## src/rtl/key_scan_pkg.sv

```systemverilog
// Shared debounce-state encodings and helper functions for the key scan arbiter.
package key_scan_pkg;

  typedef logic [1:0] db_state_t;

  // Bit 0 of each encoding is the debounced level (S2, S3 read as pressed).
  localparam db_state_t S0 = 2'b00;
  localparam db_state_t S1 = 2'b10;
  localparam db_state_t S2 = 2'b11;
  localparam db_state_t S3 = 2'b01;

  localparam int unsigned MaxKeys = 16;

  function automatic db_state_t next_db_state(input db_state_t state, input logic d);
    db_state_t nxt;
    case (state)
      S0:      nxt = d ? S1 : S0;
      S1:      nxt = d ? S2 : S0;
      S2:      nxt = d ? S2 : S3;
      default: nxt = d ? S2 : S0;
    endcase
    return nxt;
  endfunction

  function automatic int unsigned lowest_set_idx(input logic [MaxKeys-1:0] vec);
    int unsigned idx;
    idx = 0;
    for (int i = MaxKeys - 1; i >= 0; i--) begin
      if (vec[i]) idx = i;
    end
    return idx;
  endfunction

endpackage

```

## src/rtl/key_scan_arbiter_if.sv

```systemverilog
// Key input / selected-note bundle; master is the arbiter, slave is the consumer.
interface key_scan_arbiter_if #(
  parameter int unsigned N_KEYS = 8,
  parameter int unsigned IDX_W  = $clog2(N_KEYS)
);
  logic [N_KEYS-1:0] keys_in;
  logic [N_KEYS-1:0] db_keys;
  logic [IDX_W-1:0]  note_idx;
  logic              note_valid;
  logic              note_event;

  modport master (
    input  keys_in,
    output db_keys,
    output note_idx,
    output note_valid,
    output note_event
  );

  modport slave (
    output keys_in,
    input  db_keys,
    input  note_idx,
    input  note_valid,
    input  note_event
  );
endinterface

```

## src/rtl/scan_tick_gen.sv

```systemverilog
// Scan prescaler and key pointer: one tick every TICK_DIV clks, pointer steps per tick.
module scan_tick_gen #(
  parameter int unsigned N_KEYS   = 8,
  parameter int unsigned TICK_DIV = 50000,
  parameter int unsigned PTR_W    = $clog2(N_KEYS)
) (
  input  logic             clk,
  input  logic             rst,
  output logic             tick_o,
  output logic [PTR_W-1:0] ptr_o
);
  localparam int unsigned CntW = $clog2(TICK_DIV);

  logic [CntW-1:0]  cnt_q, cnt_d;
  logic [PTR_W-1:0] ptr_q, ptr_d;

  always_comb begin
    tick_o = (cnt_q == CntW'(TICK_DIV - 1));
    cnt_d  = tick_o ? '0 : cnt_q + 1'b1;
    ptr_d  = ptr_q;
    if (tick_o) begin
      ptr_d = (ptr_q == PTR_W'(N_KEYS - 1)) ? '0 : ptr_q + 1'b1;
    end
  end

  always_ff @(posedge clk or posedge rst) begin
    if (rst) begin
      cnt_q <= '0;
      ptr_q <= '0;
    end else begin
      cnt_q <= cnt_d;
      ptr_q <= ptr_d;
    end
  end

  assign ptr_o = ptr_q;

endmodule

```

## src/rtl/key_scan_arbiter.sv

```systemverilog
// Time-shared key debouncer plus note arbiter. Define LAST_NOTE_PRIORITY_EN for
// last-pressed priority; otherwise the lowest-index pressed key wins.
module key_scan_arbiter
  import key_scan_pkg::*;
#(
  parameter int unsigned N_KEYS   = 8,
  parameter int unsigned TICK_DIV = 50000,
  parameter int unsigned IDX_W    = $clog2(N_KEYS)
) (
  input logic                clk,
  input logic                rst,
  key_scan_arbiter_if.master bus
);

  logic                           tick;
  logic [IDX_W-1:0]               ptr;
  logic [N_KEYS-1:0]              sync1_q, sync2_q;
  db_state_t [N_KEYS-1:0]         state_q;
  logic [N_KEYS-1:0]              db_keys;
  logic [IDX_W-1:0]               lowest_idx;
  logic [IDX_W-1:0]               note_idx_q, note_idx_d;
  logic                           note_valid_q, note_valid_d;
  logic                           note_event_q, note_event_d;

  scan_tick_gen #(
    .N_KEYS  (N_KEYS),
    .TICK_DIV(TICK_DIV),
    .PTR_W   (IDX_W)
  ) u_tick (
    .clk   (clk),
    .rst   (rst),
    .tick_o(tick),
    .ptr_o (ptr)
  );

  always_ff @(posedge clk or posedge rst) begin
    if (rst) begin
      sync1_q <= '0;
      sync2_q <= '0;
    end else begin
      sync1_q <= bus.keys_in;
      sync2_q <= sync1_q;
    end
  end

  // Single evaluator: only the pointed-to key's state is rewritten per tick.
  always_ff @(posedge clk or posedge rst) begin
    if (rst) begin
      state_q <= '0;
    end else if (tick) begin
      state_q[ptr] <= next_db_state(state_q[ptr], sync2_q[ptr]);
    end
  end

  always_comb begin
    for (int k = 0; k < N_KEYS; k++) begin
      db_keys[k] = state_q[k][0];
    end
  end

  assign lowest_idx = IDX_W'(lowest_set_idx(MaxKeys'(db_keys)));

`ifdef LAST_NOTE_PRIORITY_EN
  logic [N_KEYS-1:0] db_prev_q;
  logic [N_KEYS-1:0] rise;
  logic [IDX_W-1:0]  rise_idx;

  always_ff @(posedge clk or posedge rst) begin
    if (rst) begin
      db_prev_q <= '0;
    end else begin
      db_prev_q <= db_keys;
    end
  end

  assign rise     = db_keys & ~db_prev_q;
  assign rise_idx = IDX_W'(lowest_set_idx(MaxKeys'(rise)));
`endif

  always_comb begin
    note_valid_d = |db_keys;
    note_idx_d   = note_idx_q;
`ifdef LAST_NOTE_PRIORITY_EN
    if (|rise) begin
      note_idx_d = rise_idx;
    end else if (note_valid_d && !db_keys[note_idx_q]) begin
      note_idx_d = lowest_idx;
    end
`else
    if (note_valid_d) begin
      note_idx_d = lowest_idx;
    end
`endif
    note_event_d = (note_idx_d != note_idx_q) || (note_valid_d != note_valid_q);
  end

  always_ff @(posedge clk or posedge rst) begin
    if (rst) begin
      note_idx_q   <= '0;
      note_valid_q <= 1'b0;
      note_event_q <= 1'b0;
    end else begin
      note_idx_q   <= note_idx_d;
      note_valid_q <= note_valid_d;
      note_event_q <= note_event_d;
    end
  end

  assign bus.db_keys    = db_keys;
  assign bus.note_idx   = note_idx_q;
  assign bus.note_valid = note_valid_q;
  assign bus.note_event = note_event_q;

endmodule

```

## src/flat_wrapper.sv

```systemverilog
// flat-port wrapper written by rule: the top's interface ports become plain ports
module key_scan_arbiter_flat import key_scan_pkg::*;
#(
  parameter int unsigned N_KEYS   = 8,
  parameter int unsigned TICK_DIV = 50000,
  parameter int unsigned IDX_W    = $clog2(N_KEYS)
)
  (clk, rst, bus_keys_in, bus_db_keys, bus_note_idx, bus_note_valid, bus_note_event);
  key_scan_arbiter_if #(.N_KEYS(N_KEYS), .IDX_W(IDX_W)) bus_i ();
  input logic clk;
  input logic rst;
  input wire logic [$bits(bus_i.keys_in)-1:0] bus_keys_in;
  output wire logic [$bits(bus_i.db_keys)-1:0] bus_db_keys;
  output wire logic [$bits(bus_i.note_idx)-1:0] bus_note_idx;
  output wire logic [$bits(bus_i.note_valid)-1:0] bus_note_valid;
  output wire logic [$bits(bus_i.note_event)-1:0] bus_note_event;
  assign bus_i.keys_in = bus_keys_in;
  assign bus_db_keys = bus_i.db_keys;
  assign bus_note_idx = bus_i.note_idx;
  assign bus_note_valid = bus_i.note_valid;
  assign bus_note_event = bus_i.note_event;
  key_scan_arbiter #(.N_KEYS(N_KEYS), .TICK_DIV(TICK_DIV), .IDX_W(IDX_W)) u_core (.clk(clk), .rst(rst), .bus(bus_i));
endmodule
```

## config.mk

```make
export PLATFORM = sky130hd
export DESIGN_NAME = key_scan_arbiter_flat
export DESIGN_NICKNAME = d
export VERILOG_FILES = /design/src/rtl/key_scan_pkg.sv /design/src/rtl/key_scan_arbiter_if.sv /design/src/rtl/scan_tick_gen.sv /design/src/rtl/key_scan_arbiter.sv /design/src/flat_wrapper.sv
export SDC_FILE = /design/constraint.sdc
export NUM_CORES = 1
export LEC_CHECK = 0
export ABC_AREA = 1
export ABC_CLOCK_PERIOD_IN_PS = 2700
export CAP_MARGIN = 20
export CORE_ASPECT_RATIO = 1.4
export CORE_UTILIZATION = 55
export CTS_BUF_LIST = sky130_fd_sc_hd__clkbuf_16
export CTS_CLUSTER_SIZE = 30
export DETAILED_ROUTE_END_ITERATION = 10
export PLACE_DENSITY = 0.85
export SETUP_SLACK_MARGIN = 0.05
export SKIP_CTS_REPAIR_TIMING = 1
export SYNTH_ARGS = -nofsm -noshare
export SYNTH_HDL_FRONTEND = slang
export SYNTH_HIERARCHICAL = 1
export SYNTH_SLANG_ARGS = --single-unit
```

## constraint.sdc

```tcl
create_clock -name clk -period 2.7 [get_ports clk]
set_clock_uncertainty 0.05 [all_clocks]
set_input_delay 0.27 -clock clk [delete_from_list [all_inputs] [get_ports clk]]
set_output_delay 0.27 -clock clk [all_outputs]
set_load 0.1 [all_outputs]
```

==> impl_results.md <==
- Status: finished, final reports clean
- Share of cells above drive strength 1: about an eighth
- R2r endpoint: u_core/bus.db_keys[2]
- Grt ovf: 0
- Ys Warns: 6
- Antenna Nets Post-Route: 0
- H-tree level count: 2
- Post-synthesis sequential area ratio: between 50 and 60%
- Rows: 30
- Syn nets: 348
- Overall routed net length: just over 5000 µm
- Wire per inst: approximately 12 µm
- Worst hold start: u_core/sync1_q[3]
- CTS root buffer: clkbuf_16
- Avg Vias per Cell: ~5.4
- Dominant synthesized flop cell: dfrtp_1
- Area grow syn2layout: 14.2%
- Worst reg-to-reg path cell count: 10
- Die footprint: 5350 µm²
- R2r startpoint: u_core/u_tick/ptr_o[1]
- Num CTS Buffers: 5
- FMAX: about 440 MHz
- #FFs+latches synth: between 50 and 60
- Starting DRC count in detailed routing: 126
- Worst hold path cell count: 0
- Worst EP arrival: 2420 ps
- Buffers on Ports: 22
- P_leak: roughly 1.6 nW
- Starting Density: 57.5%
- Fin worst setup slack: between 400 and 500 ps
- Crit path capture type: register
- Largest area contributor in the netlist: dfrtp_1
- Endpoints failing setup: 0
- Synth Area in Simple Gates: 27.8%
- Post-DP HPWL: approximately 3800 µm
- Setup_tns: 0 ps
- Worst hold endpoint: u_core/sync2_q[3]
- Reg clk slew, reported paths: around 70 ps
- Via count: ~2200
- Largest net degree at the start of global routing: 38
- Placement Setup Slack: roughly 500 ps
- Global-route usage over all layers: between 20% and 30%
- Top-area cell type share of the netlist area: ~50%
- CTS tree: yes
- Netlist cell types: 32
- Power per cell area: 539 nW/µm²
- Initial antenna violation count: 0
- Startpoint Class: register
- First-pass GRT wire length: 9070 µm
- Adder-Cell Fraction of Synth Area: 1.80%
- EDFF count, synth: 0
- Placeable Area: around 4800 µm²
- Synth Area per Inst: ~8.3 µm²
- Maximum vdd drop: approximately 0.42 mV
- Post-route design area: 3180 µm²
- Syn Inst Count: 334
- Final Critical Period: around 2300 ps
- Routability congestion estimate: 0.894
- R2R Setup Slk: 410 ps
- Clock latency at the later pin of the worst-skew pair: around 290 ps
- Hold Path Class: register to register
- Antenna cells: 0
- Post-Synth XOR/XNOR Area: around 2.5%
- Final hold vios: 0
- Final-layout fill cell count: about 390
- Final worst path period share: 84.8%
- Slew margin rel.: between 50% and 60%
- Nets: 368
- Max-slew violation count: 0
- Maximum clock insertion buffer count: 2
- Maxcap violations: 0
- Worst Path Required: 2830 ps
- Worst Path Max Fanout: 9
- Worst Max-Slew Pin Slew: a little over 700 ps
- DIE HEIGHT: 86.2 µm
- Critical path class: register to register
- Die width: ~62 µm
- Critical path cell sequence: nand2_1 -> a21oi_1 -> o21ai_0 -> o21ai_0 -> a21oi_1 -> nand3_1 -> ha_1 -> or2_2 -> nand3_1 -> nand2_1
- Area post-placement: between 2000 and 3000 µm²
- Compound-Gate Fraction of Synth Area: under 10%
- Clock Sinks: 56
- Post-Syn Area: around 2800 µm²
- Io pins: 23
- Synth top area cells: dfrtp_1, nand2_1, nor2_1
- Post-synth ARST share: 100%
- Drt drc: 0
- Slowest cell on the critical path: dfrtp_1
- Drt pass-1 iters: 4
- Vias in the first global route: roughly 2200
- Post-synthesis mux area share: 0%
- Crit-path max cell delay: 470 ps
- Unrepaired setup endpoints after global routing: false
- Main combinational cell family by area after synthesis: simple AND/OR/NAND/NOR gates
[where the power goes]
group / switching (mW) / total (mW) / internal [mW]
combinational: 0.0222 / 0.0376 / 0.0154
sequential: 0.00295 / 0.853 / 0.850
clock: 0.287 / 0.821 / 0.534
total: 0.312 / 1.71 / 1.40
[through the flow]
| step | utilization (%) | hold slack, ps | instances | power, mW |
|---|---|---|---|---|
| floorplan | - | 171 | 334 | 0.888 |
| global placement | 61.6 | 282 | 411 | 0.908 |
| detailed placement | 61.6 | 285 | 411 | 0.910 |
| CTS | 65.6 | 301 | 419 | 1.73 |
| global route | 65.6 | 312 | 419 | 1.77 |
| finish | 65.6 | 300 | 419 | 1.71 |
[flip-flops by register name, summed over array words and instances, names as in the netlist]
signal	count
u_core/bus.note_valid	1
u_core/sync1_q	8
u_core/bus.db_keys	8
u_core/bus.note_event	1
u_core/u_tick/cnt_q	16
u_core/state_q	8
u_core/sync2_q	8
u_core/bus.note_idx	3
u_core/u_tick/ptr_o	3
[worst max path at each step]
stage | from | to | cells after the start
after floorplan | u_core/u_tick/ptr_o[2] | u_core/bus.db_keys[0] | 11
after global placement | u_core/u_tick/ptr_o[2] | u_core/bus.db_keys[7] | 10
after detailed placement | u_core/u_tick/ptr_o[2] | u_core/bus.db_keys[2] | 10
after CTS | u_core/u_tick/ptr_o[1] | u_core/bus.db_keys[2] | 10
after global routing | u_core/u_tick/ptr_o[2] | u_core/bus.db_keys[6] | 10
final | u_core/u_tick/ptr_o[1] | u_core/bus.db_keys[2] | 10
[layout by cell type, fill, tap and decap left out, types with 2 or more instances in the layout]
cell | netlist | final
a21oi_1 | 10 | 10
a31oi_1 | 6 | 6
buf_4 | 9 | 15
bufinv_16 | 0 | 2
clkbuf_16 | 0 | 5
clkdlybuf4s50_1 | 0 | 9
dfrtp_1 | 56 | 56
ha_1 | 4 | 4
inv_1 | 42 | 42
inv_2 | 2 | 2
nand2_1 | 74 | 74
nand2_2 | 6 | 6
nand3_1 | 26 | 26
nand3_4 | 2 | 2
nand4_1 | 3 | 3
nor2_1 | 44 | 44
nor2_2 | 4 | 4
nor2_4 | 2 | 2
o21ai_0 | 21 | 21
o21ai_1 | 2 | 2
xor2_1 | 7 | 7
[logic make-up (layout without fill, tap and decap cells)]
family          count (synthesis)  after routing
compound gates                 42             42
xor+xnor                        8              8
fa+ha+maj                       4              4
buf+inv                        56             77
flops                          56             56
simple gates                  168            168
[critical path: cells and delay by family, from the launching register on]
kind	cells	cell delay, ps
fa+ha+maj	1	330
simple gates	5	880
flops	1	470
compound gates	4	450
[cells in the mapped netlist (3+ instances only)]
master    n
ha_1      4
dfrtp_1  56
inv_1    42
o21ai_0  21
nor2_2    4
nand4_1   3
buf_4     9
nand2_2   6
a31oi_1   6
xor2_1    7
a21oi_1  10
nand2_1  74
nand3_1  26
nor2_1   44
[cell type report]
class,count,area [µm²],area share (%)
Clock inverter,3,68.8,2.17
Sequential cell,56,1400,44.1
Clock buffer,5,125,3.94
Timing Repair Buffer,24,203,6.38
Inverter,45,170,5.36
Tap cell,64,80.1,2.52
Multi-Input combinational cell,222,1130,35.5
[metal layers]
metal	vias to the layer above	global-route usage [%]	wire length [µm]	part of all wire, %
met1	1058	22.4	2150	41
met3	19	3.59	223	4.3
met2	75	40.3	2630	51
met5	-	0	0	0
met4	0	10.6	180	3.5
li1	1094	-	-	-
(Power assumes the default switching activity.)
